File: src/rtl/bno055_pkg.sv
// Shared constants, opcodes and sequencer state encoding for the BNO055 sensor path.
package bno055_pkg;

  localparam logic [1:0] OP_STOP  = 2'd0;
  localparam logic [1:0] OP_READ  = 2'd1;
  localparam logic [1:0] OP_WRITE = 2'd2;

  localparam logic [7:0] REG_OPR_MODE     = 8'h3D;
  localparam logic [7:0] REG_EUL_ROLL_LSB = 8'h1C;
  localparam logic [7:0] NDOF_FMC_OFF     = 8'h0B;

  typedef enum logic [3:0] {
    S_POR_WAIT,
    S_CFG_ISSUE,
    S_CFG_WAIT,
    S_MODE_WAIT,
    S_IDLE,
    S_RD_ISSUE,
    S_RD_WAIT,
    S_FRAME_DONE,
    S_HOST_ISSUE,
    S_HOST_WAIT
  } state_e;

  function automatic logic [7:0] sat_inc8(input logic [7:0] v);
    return (v == 8'hFF) ? v : v + 8'd1;
  endfunction

endpackage

File: src/rtl/bno055_delay_timer.sv
// Loadable down-counter; expired_o is high while the count sits at zero.
module bno055_delay_timer #(
  parameter int unsigned    W         = 32,
  parameter logic [W-1:0]   RESET_VAL = '0
) (
  input  logic         clk_i,
  input  logic         rst_i,
  input  logic         load_i,
  input  logic [W-1:0] load_val_i,
  input  logic         en_i,
  output logic         expired_o
);

  logic [W-1:0] cnt_q;

  always_ff @(posedge clk_i or posedge rst_i) begin
    if (rst_i) begin
      cnt_q <= RESET_VAL;
    end else if (load_i) begin
      cnt_q <= load_val_i;
    end else if (en_i && (cnt_q != '0)) begin
      cnt_q <= cnt_q - W'(1);
    end
  end

  assign expired_o = (cnt_q == '0);

endmodule

File: src/rtl/bno055_sched.sv
// Init sequencer, Euler-angle poller and host-write arbiter in front of the
// shared BNO055 I2C transaction engine.
module bno055_sched
  import bno055_pkg::*;
#(
  parameter int unsigned POR_CYCLES     = 16_250_000,
  parameter int unsigned MODE_CYCLES    = 175_000,
  parameter int unsigned POLL_CYCLES    = 250_000,
  parameter int unsigned TIMEOUT_CYCLES = 50_000,
  parameter logic [7:0]  OPR_MODE_VAL   = NDOF_FMC_OFF
) (
  input  logic        i_clk,
  input  logic        i_rst,
  output logic [1:0]  o_opcode,
  output logic [7:0]  o_reg_addr,
  output logic [7:0]  o_tx_data,
  input  logic [7:0]  i_rx_data,
  input  logic        i_done,
  input  logic        i_host_req,
  input  logic [7:0]  i_host_addr,
  input  logic [7:0]  i_host_data,
  output logic        o_host_ack,
  output logic        o_host_err,
  output logic [15:0] o_roll,
  output logic [15:0] o_pitch,
  output logic        o_frame_valid,
  output logic        o_ready,
  output logic [7:0]  o_err_count
);

  localparam logic [31:0] POR_LOAD  = 32'(POR_CYCLES - 1);
  localparam logic [31:0] MODE_LOAD = 32'(MODE_CYCLES - 1);
  localparam logic [31:0] POLL_LOAD = 32'(POLL_CYCLES - 1);
  localparam logic [31:0] TMO_LOAD  = 32'(TIMEOUT_CYCLES - 1);

  state_e      state_q;
  logic [1:0]  opcode_q, idx_q;
  logic [7:0]  reg_addr_q, tx_data_q, err_count_q;
  logic [7:0]  sh0_q, sh1_q, sh2_q;
  logic [15:0] roll_q, pitch_q;
  logic        host_ack_q, host_err_q, frame_valid_q, ready_q;
  logic        pending_q, pending_d;

  logic        wt_load, wt_expired, poll_expired, wrap, mode_done, frame_go;
  logic [31:0] wt_val;

  // One timer serves POR, mode and per-transaction waits: they never overlap.
  always_comb begin
    wt_load = 1'b0;
    wt_val  = TMO_LOAD;
    case (state_q)
      S_CFG_ISSUE, S_RD_ISSUE, S_HOST_ISSUE: wt_load = 1'b1;
      S_CFG_WAIT: if (i_done) begin
        wt_load = 1'b1;
        wt_val  = MODE_LOAD;
      end
      default: ;
    endcase
  end

  bno055_delay_timer #(.W(32), .RESET_VAL(POR_LOAD)) u_wait_tmr (
    .clk_i      (i_clk),
    .rst_i      (i_rst),
    .load_i     (wt_load),
    .load_val_i (wt_val),
    .en_i       (1'b1),
    .expired_o  (wt_expired)
  );

  assign mode_done = (state_q == S_MODE_WAIT) && wt_expired;
  assign wrap      = ready_q && poll_expired;
  assign frame_go  = pending_q || wrap;
  assign pending_d = (state_q == S_IDLE) ? 1'b0 : frame_go;

  bno055_delay_timer #(.W(32), .RESET_VAL('0)) u_poll_tmr (
    .clk_i      (i_clk),
    .rst_i      (i_rst),
    .load_i     (mode_done || wrap),
    .load_val_i (POLL_LOAD),
    .en_i       (ready_q),
    .expired_o  (poll_expired)
  );

  always_ff @(posedge i_clk or posedge i_rst) begin
    if (i_rst) begin
      state_q       <= S_POR_WAIT;
      opcode_q      <= OP_STOP;
      reg_addr_q    <= '0;
      tx_data_q     <= '0;
      idx_q         <= '0;
      sh0_q         <= '0;
      sh1_q         <= '0;
      sh2_q         <= '0;
      roll_q        <= '0;
      pitch_q       <= '0;
      host_ack_q    <= 1'b0;
      host_err_q    <= 1'b0;
      frame_valid_q <= 1'b0;
      ready_q       <= 1'b0;
      err_count_q   <= '0;
      pending_q     <= 1'b0;
    end else begin
      opcode_q      <= OP_STOP;
      host_ack_q    <= 1'b0;
      host_err_q    <= 1'b0;
      frame_valid_q <= 1'b0;
      pending_q     <= pending_d;
      // Issue-state outputs are registered on the edge entering that state.
      case (state_q)
        S_POR_WAIT: if (wt_expired) begin
          state_q    <= S_CFG_ISSUE;
          opcode_q   <= OP_WRITE;
          reg_addr_q <= REG_OPR_MODE;
          tx_data_q  <= OPR_MODE_VAL;
        end
        S_CFG_ISSUE: state_q <= S_CFG_WAIT;
        S_CFG_WAIT: begin
          if (i_done) begin
            state_q <= S_MODE_WAIT;
          end else if (wt_expired) begin
            err_count_q <= sat_inc8(err_count_q);
            state_q     <= S_CFG_ISSUE;
            opcode_q    <= OP_WRITE;
            reg_addr_q  <= REG_OPR_MODE;
            tx_data_q   <= OPR_MODE_VAL;
          end
        end
        S_MODE_WAIT: if (wt_expired) begin
          ready_q <= 1'b1;
          state_q <= S_IDLE;
        end
        S_IDLE: begin
          if (frame_go) begin
            state_q    <= S_RD_ISSUE;
            idx_q      <= 2'd0;
            opcode_q   <= OP_READ;
            reg_addr_q <= REG_EUL_ROLL_LSB;
          end else if (i_host_req) begin
            state_q    <= S_HOST_ISSUE;
            opcode_q   <= OP_WRITE;
            reg_addr_q <= i_host_addr;
            tx_data_q  <= i_host_data;
          end
        end
        S_RD_ISSUE: state_q <= S_RD_WAIT;
        S_RD_WAIT: begin
          if (i_done) begin
            case (idx_q)
              2'd0:    sh0_q <= i_rx_data;
              2'd1:    sh1_q <= i_rx_data;
              2'd2:    sh2_q <= i_rx_data;
              default: ;
            endcase
            if (idx_q == 2'd3) begin
              // Publish here so valid lands one cycle after the last byte.
              roll_q        <= {sh1_q, sh0_q};
              pitch_q       <= {i_rx_data, sh2_q};
              frame_valid_q <= 1'b1;
              state_q       <= S_FRAME_DONE;
            end else begin
              idx_q      <= idx_q + 2'd1;
              state_q    <= S_RD_ISSUE;
              opcode_q   <= OP_READ;
              reg_addr_q <= REG_EUL_ROLL_LSB + {6'd0, idx_q} + 8'd1;
            end
          end else if (wt_expired) begin
            err_count_q <= sat_inc8(err_count_q);
            state_q     <= S_IDLE;
          end
        end
        S_FRAME_DONE: state_q <= S_IDLE;
        S_HOST_ISSUE: state_q <= S_HOST_WAIT;
        S_HOST_WAIT: begin
          if (i_done) begin
            host_ack_q <= 1'b1;
            state_q    <= S_IDLE;
          end else if (wt_expired) begin
            host_ack_q  <= 1'b1;
            host_err_q  <= 1'b1;
            err_count_q <= sat_inc8(err_count_q);
            state_q     <= S_IDLE;
          end
        end
        default: state_q <= S_POR_WAIT;
      endcase
    end
  end

  assign o_opcode      = opcode_q;
  assign o_reg_addr    = reg_addr_q;
  assign o_tx_data     = tx_data_q;
  assign o_host_ack    = host_ack_q;
  assign o_host_err    = host_err_q;
  assign o_roll        = roll_q;
  assign o_pitch       = pitch_q;
  assign o_frame_valid = frame_valid_q;
  assign o_ready       = ready_q;
  assign o_err_count   = err_count_q;

endmodule

File: config.mk
export PLATFORM = sky130hd
export DESIGN_NAME = bno055_sched
export DESIGN_NICKNAME = d
export VERILOG_FILES = /design/src/rtl/bno055_pkg.sv /design/src/rtl/bno055_delay_timer.sv /design/src/rtl/bno055_sched.sv
export SDC_FILE = /design/constraint.sdc
export NUM_CORES = 1
export LEC_CHECK = 0
export BUFFER_PORTS_ARGS = -buffer_cell sky130_fd_sc_hd__buf_2
export CAP_MARGIN = 40
export CORE_MARGIN = 5
export CORE_UTILIZATION = 30
export DETAILED_ROUTE_END_ITERATION = 8
export PLACE_DENSITY = 0.48
export SLEW_MARGIN = 20
export SYNTH_ARGS = -nofsm -noshare
export SYNTH_HDL_FRONTEND = slang
export SYNTH_SLANG_ARGS = --single-unit
File: constraint.sdc
create_clock -name i_clk -period 6.25 [get_ports i_clk]
set_input_delay 0.9375 -clock i_clk [delete_from_list [all_inputs] [get_ports i_clk]]
set_output_delay 0.9375 -clock i_clk [all_outputs]
set_load 0.02 [all_outputs]
==> flow_summary_export.csv, run 1 <==
group,metric,value,unit
setup_path,crit_required,6.53,ns
setup_path,crit_path_max_fanout,14,
drt,ant_nets,0,
sta,fin_ws,2.85,ns
synthesis,syn_area_per_cell,10.7,um^2
cts,cts_tree,"done",
setup_path,startpoint,"u_wait_tmr.cnt_q[0]$_DFFE_PP1P_",
placement,place_hpwl,13.4,mm
setup_path,crit_arrival,3.68,ns
sta,max_slew_margin,44.1,%
cts,post_cts_resized,0,
drt,dr.pass1.iters,4,
synthesis,yosysTopAreaCell,"dfrtp_1",
sta,fin_crit_sh,54.4,%
cts,post-cts-setup-buffer-count,0,
min_path,hp-class,"input port to async pin",
synthesis,synth_seq_cells,157,
drt,drt_first_iter_violations,410,
floorplan,io_pins,90,
global_routing,grt.total_usage,13.7,%
synthesis,syn_inst,715,
floorplan,die_h,170,um
finish,regArea,3950,um^2
setup_path,worstSetupPathType,"register to register",
placement,place.port_buffers,89,
cts,cts_buffers,17,
cts,htreeDepth,4,
synthesis,yosys_most_used_dff,"dfrtp_1",
job,cap_violations,0,
setup_path,cp_cell_sequence,"inv_1, ha_1, or4b_1, or4_1, nor3_4, a31oi_2, mux2i_1",
synthesis,synthArstFlopShare,100,%
drt,drcViolationCount,0,
sta,period_minus_slack,3.40,ns
synthesis,synth_edf_count,0,
run_status,status,"finished clean",
sta,rsz0062_at_grt,"no",
synthesis,synth.area.top_cells,"dfrtp_1 46%, mux2_2 8.4%, dfstp_2 5.8%",
global_routing,antenna_found_initial,0,
sta,tightestPinTransition,0.832,ns
synthesis,synth.yosys.seq_area_share,51.4,%
pwr,power_leakage,4.36,nW
synthesis,yosys_warnings,0,
floorplan,coreArea,25200,um^2
cts,path_clk_slew,0.08,ns
sta,setup_viol,0,
global_routing,grt_pass1_vias,5790,
sta,timing_hold_violations_final,0,
cts,clock_path_buffers,2,
global_routing,gr-total-overflow,0,
finish,nNetsFinal,841,
finish,drive_gt1_share,27.9,%
drt,routed_wl,19.4,mm
synthesis,synth_commonest_cells,"140 x dfrtp_1, 57 x mux2_2, 49 x nor2_1",
synthesis,yosysMostFrequentCell,"dfrtp_1",
placement,finalWeightedCongestion,0.792,
cts,clk_latency,0.43,ns
finish,syn2layout_area_growth,19.2,%
floorplan,die_area,28900,um^2
finish,antennaDiodeCount,0,
floorplan,fp.dieW,170,um
finish,multiInputGateArea,3500,um^2
global_routing,grt_pass1_wl,32.0,mm
cts,cts_root_buf,"clkbuf_16",
drt,via_per_inst,5.14,
synthesis,netlist_area,7680,um^2
setup_path,end_kind,"register",
setup_path,cp_num_buf_inv,1,
sta,tns,0,ns
floorplan,initial_utilization,30.5,%
global_routing,grt_max_degree,54,
finish,fillers,2486,
synthesis,ys_types,75,
synthesis,synth.top_cell.area_share,45.6,%
setup_path,cp-start-kind,"register",
cts,clock-sinks,157,
setup_path,critPathMaxStageDelay,0.71,ns
drt,vias,5899,
sta,fin_worst_skew,0.0137,ns
cts,holdBufCountCts,0,
synthesis,syn_nets,751,
pwr,vdd_ir_drop_max,0.133,mV
setup_path,path_delay_family,"simple AND/OR/NAND/NOR gates",
floorplan,rows,58,
setup_path,r2r-start,"u_wait_tmr.cnt_q[0]$_DFFE_PP1P_",
finish,post-route-util,36.4,%
drt,wl_per_cell,16.9,um
setup_path,slowest_stage,"or4_1",
sta,whs,0.486,ns
sta,clock.fmax,0.294,GHz
sta,slew_viol_final,0,
pwr,pwr_density_cell,302,nW/um^2
placement,preCtsSetupSlack,2.86,ns
-- metal layers --
layer | vias to the layer above | GRT usage (%) | share of wire [%]
li1 | 2859 | - | -
met1 | 2919 | 19.3 | 48
met4 | 0 | 4.41 | 1.5
met2 | 104 | 20.9 | 46
met3 | 17 | 3.16 | 4.3
met5 | - | 0 | 0
-- logic make-up after synthesis --
logic type | Yosys count | share of synthesized area (%)
simple gates | 254 | 19.1
flops | 157 | 51.4
mux | 68 | 9.80
buf+inv | 60 | 3.08
compound gates | 146 | 12.8
xor+xnor | 22 | 2.51
fa+ha+maj | 8 | 1.30
-- placed cells by master, fill, tap and decap left out, types with 22 or more instances in the layout --
cell type,n
buf_2,89
nor3_1,22
mux2_2,57
nor2_1,49
dfrtp_1,140
or3_1,24
inv_1,33
nand3_1,26
nand2_1,32
a21oi_1,35
o21ai_0,38
-- layout make-up --
| type | instances | share of cell area, % |
|---|---|---|
| flip-flops and latches | 157 | 43.1 |
| multi-input cells | 498 | 38.2 |
| repair buffers | 97 | 5.96 |
| clock buffers | 17 | 4.64 |
| well taps | 330 | 4.51 |
| clock inverters | 15 | 2.08 |
| inverters | 34 | 1.45 |
-- power breakdown --
part	total, mW	switching, mW	internal, mW
sequential	1.25	0.100	1.15
combinational	0.458	0.270	0.187
clock	1.06	0.510	0.547
-- flip-flops by register name, indices dropped and copies added, names as in the netlist, 2 cells and up --
| register | cells |
|---|---|
| idx_q | 2 |
| o_err_count | 8 |
| o_opcode | 2 |
| o_pitch | 16 |
| o_reg_addr | 8 |
| o_roll | 16 |
| o_tx_data | 8 |
| sh0_q | 8 |
| sh1_q | 8 |
| sh2_q | 8 |
| state_q | 4 |
| u_poll_tmr.cnt_q | 32 |
| u_wait_tmr.cnt_q | 32 |
-- through the flow --
| stage | area, um^2 | total power, mW | cells |
|---|---|---|---|
| floorplan | 7680 | 1.57 | 715 |
| global placement | 8480 | 1.72 | 1113 |
| detailed placement | 8530 | 1.73 | 1115 |
| CTS | 9150 | 2.80 | 1147 |
| global route | 9160 | 2.91 | 1148 |
| finish | 9160 | 2.76 | 1148 |
-- worst paths after layout --
path / endpoint / cells past startpoint / slack, ns
min reg2reg: o_err_count[7]$_DFFE_PP0P_ / 1 / 0.50
max in group asynchronous: idx_q[0]$_DFFE_PP0P_ / 5 / 4.45
min in group i_clk: o_err_count[7]$_DFFE_PP0P_ / 1 / 0.50
max reg2reg: o_tx_data[2]$_DFFE_PP0P_ / 7 / 2.85
min: u_poll_tmr.cnt_q[0]$_DFFE_PP0P_ / 2 / 0.49
max: o_tx_data[2]$_DFFE_PP0P_ / 7 / 2.85
Note: power is estimated with default switching activity, not from simulation.
==> run 2, diff against run 1 <==
--- a/config.mk
+++ b/config.mk
@@ -10,7 +10,7 @@
 export CORE_MARGIN = 5
 export CORE_UTILIZATION = 30
 export DETAILED_ROUTE_END_ITERATION = 8
-export PLACE_DENSITY = 0.48
+export PLACE_DENSITY = 0.49
 export SLEW_MARGIN = 20
 export SYNTH_ARGS = -nofsm -noshare
 export SYNTH_HDL_FRONTEND = slang
==> constraint.sdc (replaced) <==
create_clock -name i_clk -period 2.85 [get_ports i_clk]
set_input_delay 0.4275 -clock i_clk [delete_from_list [all_inputs] [get_ports i_clk]]
set_output_delay 0.4275 -clock i_clk [all_outputs]
set_load 0.02 [all_outputs]
==> flow_summary_export.csv, run 2 (synthesis results as in run 1) <==
group,metric,value,unit
global_routing,gr-total-overflow,0,
finish,drive_gt1_share,30.9,%
pwr,power_leakage,4.53,nW
drt,dr.pass1.iters,5,
sta,clock.fmax,0.373,GHz
global_routing,grt_max_degree,158,
placement,finalWeightedCongestion,0.768,
setup_path,cp.depth,8,
job,cap_violations,0,
sta,timing_hold_violations_final,0,
sta,fin_worst_skew,0.0141,ns
drt,ant_nets,0,
setup_path,crit_required,3.20,ns
floorplan,coreArea,25200,um^2
setup_path,r2r_setup_slack,0.17,ns
cts,clock-sinks,157,
sta,period_minus_slack,2.68,ns
setup_path,worstSetupPathType,"register to register",
global_routing,antenna_found_initial,0,
setup_path,crit_top_cell,"or4_4",
setup_path,reg2regPathDepth,8,
floorplan,die_h,170,um
drt,drcViolationCount,0,
floorplan,rows,58,
global_routing,gr-max-usage-layer,"met2",
setup_path,crit_arrival,3.04,ns
setup_path,cp_cell_sequence,"inv_1, ha_1, or4b_1, or4_4, buf_4, or4_4, a21oi_2, mux2i_1",
cts,cts_buffers,17,
setup_path,slowest_stage,"or4b_1",
cts,post_cts_resized,0,
setup_path,cp-start-kind,"register",
placement,place.port_buffers,89,
finish,final_cells,1183,
pwr,pwr_density_cell,661,nW/um^2
cts,post-cts-setup-buffer-count,0,
setup_path,r2r-start,"u_wait_tmr.cnt_q[0]$_DFFE_PP1P_",
setup_path,crit_path_max_fanout,4,
cts,cts_tree,"done",
pwr,vdd_ir_drop_max,0.362,mV
global_routing,grt_pass1_wl,32.3,mm
sta,setup_viol,0,
setup_path,r2r-end,"u_poll_tmr.cnt_q[15]$_DFFE_PP0P_",
min_path,hp-class,"input port to async pin",
global_routing,grt.total_usage,13.7,%
placement,place_inst,1151,
placement,place_hpwl,13.6,mm
global_routing,grt_pass1_vias,6025,
setup_path,cp_num_buf_inv,2,
sta,fin_crit_sh,94.2,%
sta,tightestPinTransition,0.873,ns
floorplan,fp.dieW,170,um
finish,reg_top3,"u_poll_tmr.cnt_q x32, u_wait_tmr.cnt_q x32",
sta,max_slew_margin,41.8,%
floorplan,initial_utilization,30.5,%
drt,via_per_inst,5.18,
cts,clock_path_buffers,2,
drt,routed_wl,19.7,mm
drt,vias,6124,
global_routing,use_met2,21.0,%
setup_path,critPathMaxStageDelay,0.49,ns
finish,nNetsFinal,876,
cts,holdBufCountCts,0,
setup_path,end_kind,"register",
floorplan,io_pins,90,
finish,post-route-util,37.5,%
sta,slew_viol_final,0,
global_routing,grt.met3_usage,3.25,%
finish,syn2layout_area_growth,23.0,%
setup_path,startpoint,"u_wait_tmr.cnt_q[0]$_DFFE_PP1P_",
cts,path_clk_slew,0.08,ns
setup_path,path_delay_family,"simple AND/OR/NAND/NOR gates",
cts,clk_latency,0.44,ns
sta,rsz0062_at_grt,"yes",
setup_path,critPathCapture,"u_poll_tmr.cnt_q[15]$_DFFE_PP0P_",
finish,layout_common_cells,"140 x dfrtp_1, 89 x buf_2, 57 x mux2_2",
finish,antennaDiodeCount,0,
drt,wl_per_cell,16.6,um
global_routing,global_route.usage.met1,19.7,%
cts,htreeDepth,4,
floorplan,die_area,28900,um^2
pwr,power.total,6.25,mW
run_status,status,"finished clean",
drt,drt_first_iter_violations,358,
finish,layout_commonest_cell,"dfrtp_1",
cts,cts_root_buf,"clkbuf_16",
## run 2: layout make-up
type / count / area [um^2]
well taps: 330 / 413
repair buffers: 132 / 806
fillers: 2473 / 15700
flip-flops and latches: 157 / 3950
inverters: 34 / 135
multi-input cells: 498 / 3500
clock buffers: 17 / 425
clock inverters: 15 / 219
## run 2: stage by stage
stage / cell area (um^2) / hold slack [ns] / setup slack (ns) / TNS, ns
floorplan: 7690 / 0.475 / 0.112 / 0
global placement: 8800 / 0.482 / 0.167 / 0
detailed placement: 8800 / 0.488 / 0.0958 / 0
CTS: 9440 / 0.191 / 0.0818 / 0
global route: 9450 / 0.226 / -0.00801 / -0.00801
finish: 9450 / 0.204 / 0.166 / 0
## run 2: worst min path at each step
stage,to,startpoint
2_1_floorplan,o_pitch[0]$_DFFE_PP0P_,sh2_q[0]$_DFFE_PP0P_
5_1_grt,o_reg_addr[7]$_DFFE_PP0P_,i_host_addr[7]
3_5_place_dp,o_pitch[10]$_DFFE_PP0P_,o_pitch[10]$_DFFE_PP0P_
4_1_cts,o_reg_addr[7]$_DFFE_PP0P_,i_host_addr[7]
6_report,u_poll_tmr.cnt_q[20]$_DFFE_PP0P_,i_rst
3_3_place_gp,o_roll[5]$_DFFE_PP0P_,sh0_q[5]$_DFFE_PP0P_
## run 2: metal layers
layer / wire (um) / up-vias
met2: 9090 / 126
met5: 0 / -
met4: 201 / 0
met1: 9510 / 3063
met3: 860 / 11
li1: - / 2924
## run 2: report_power, final
part           switching [mW]  internal (mW)  total, mW
Clock                    1.20           1.23       2.44
Sequential              0.205           2.52       2.72
Combinational           0.619          0.471       1.09
## run 2: worst min-delay path: cells and delay by family
| kind | cells | cell delay, ns |
|---|---|---|
| buffers and inverters | 3 | 0.75 |
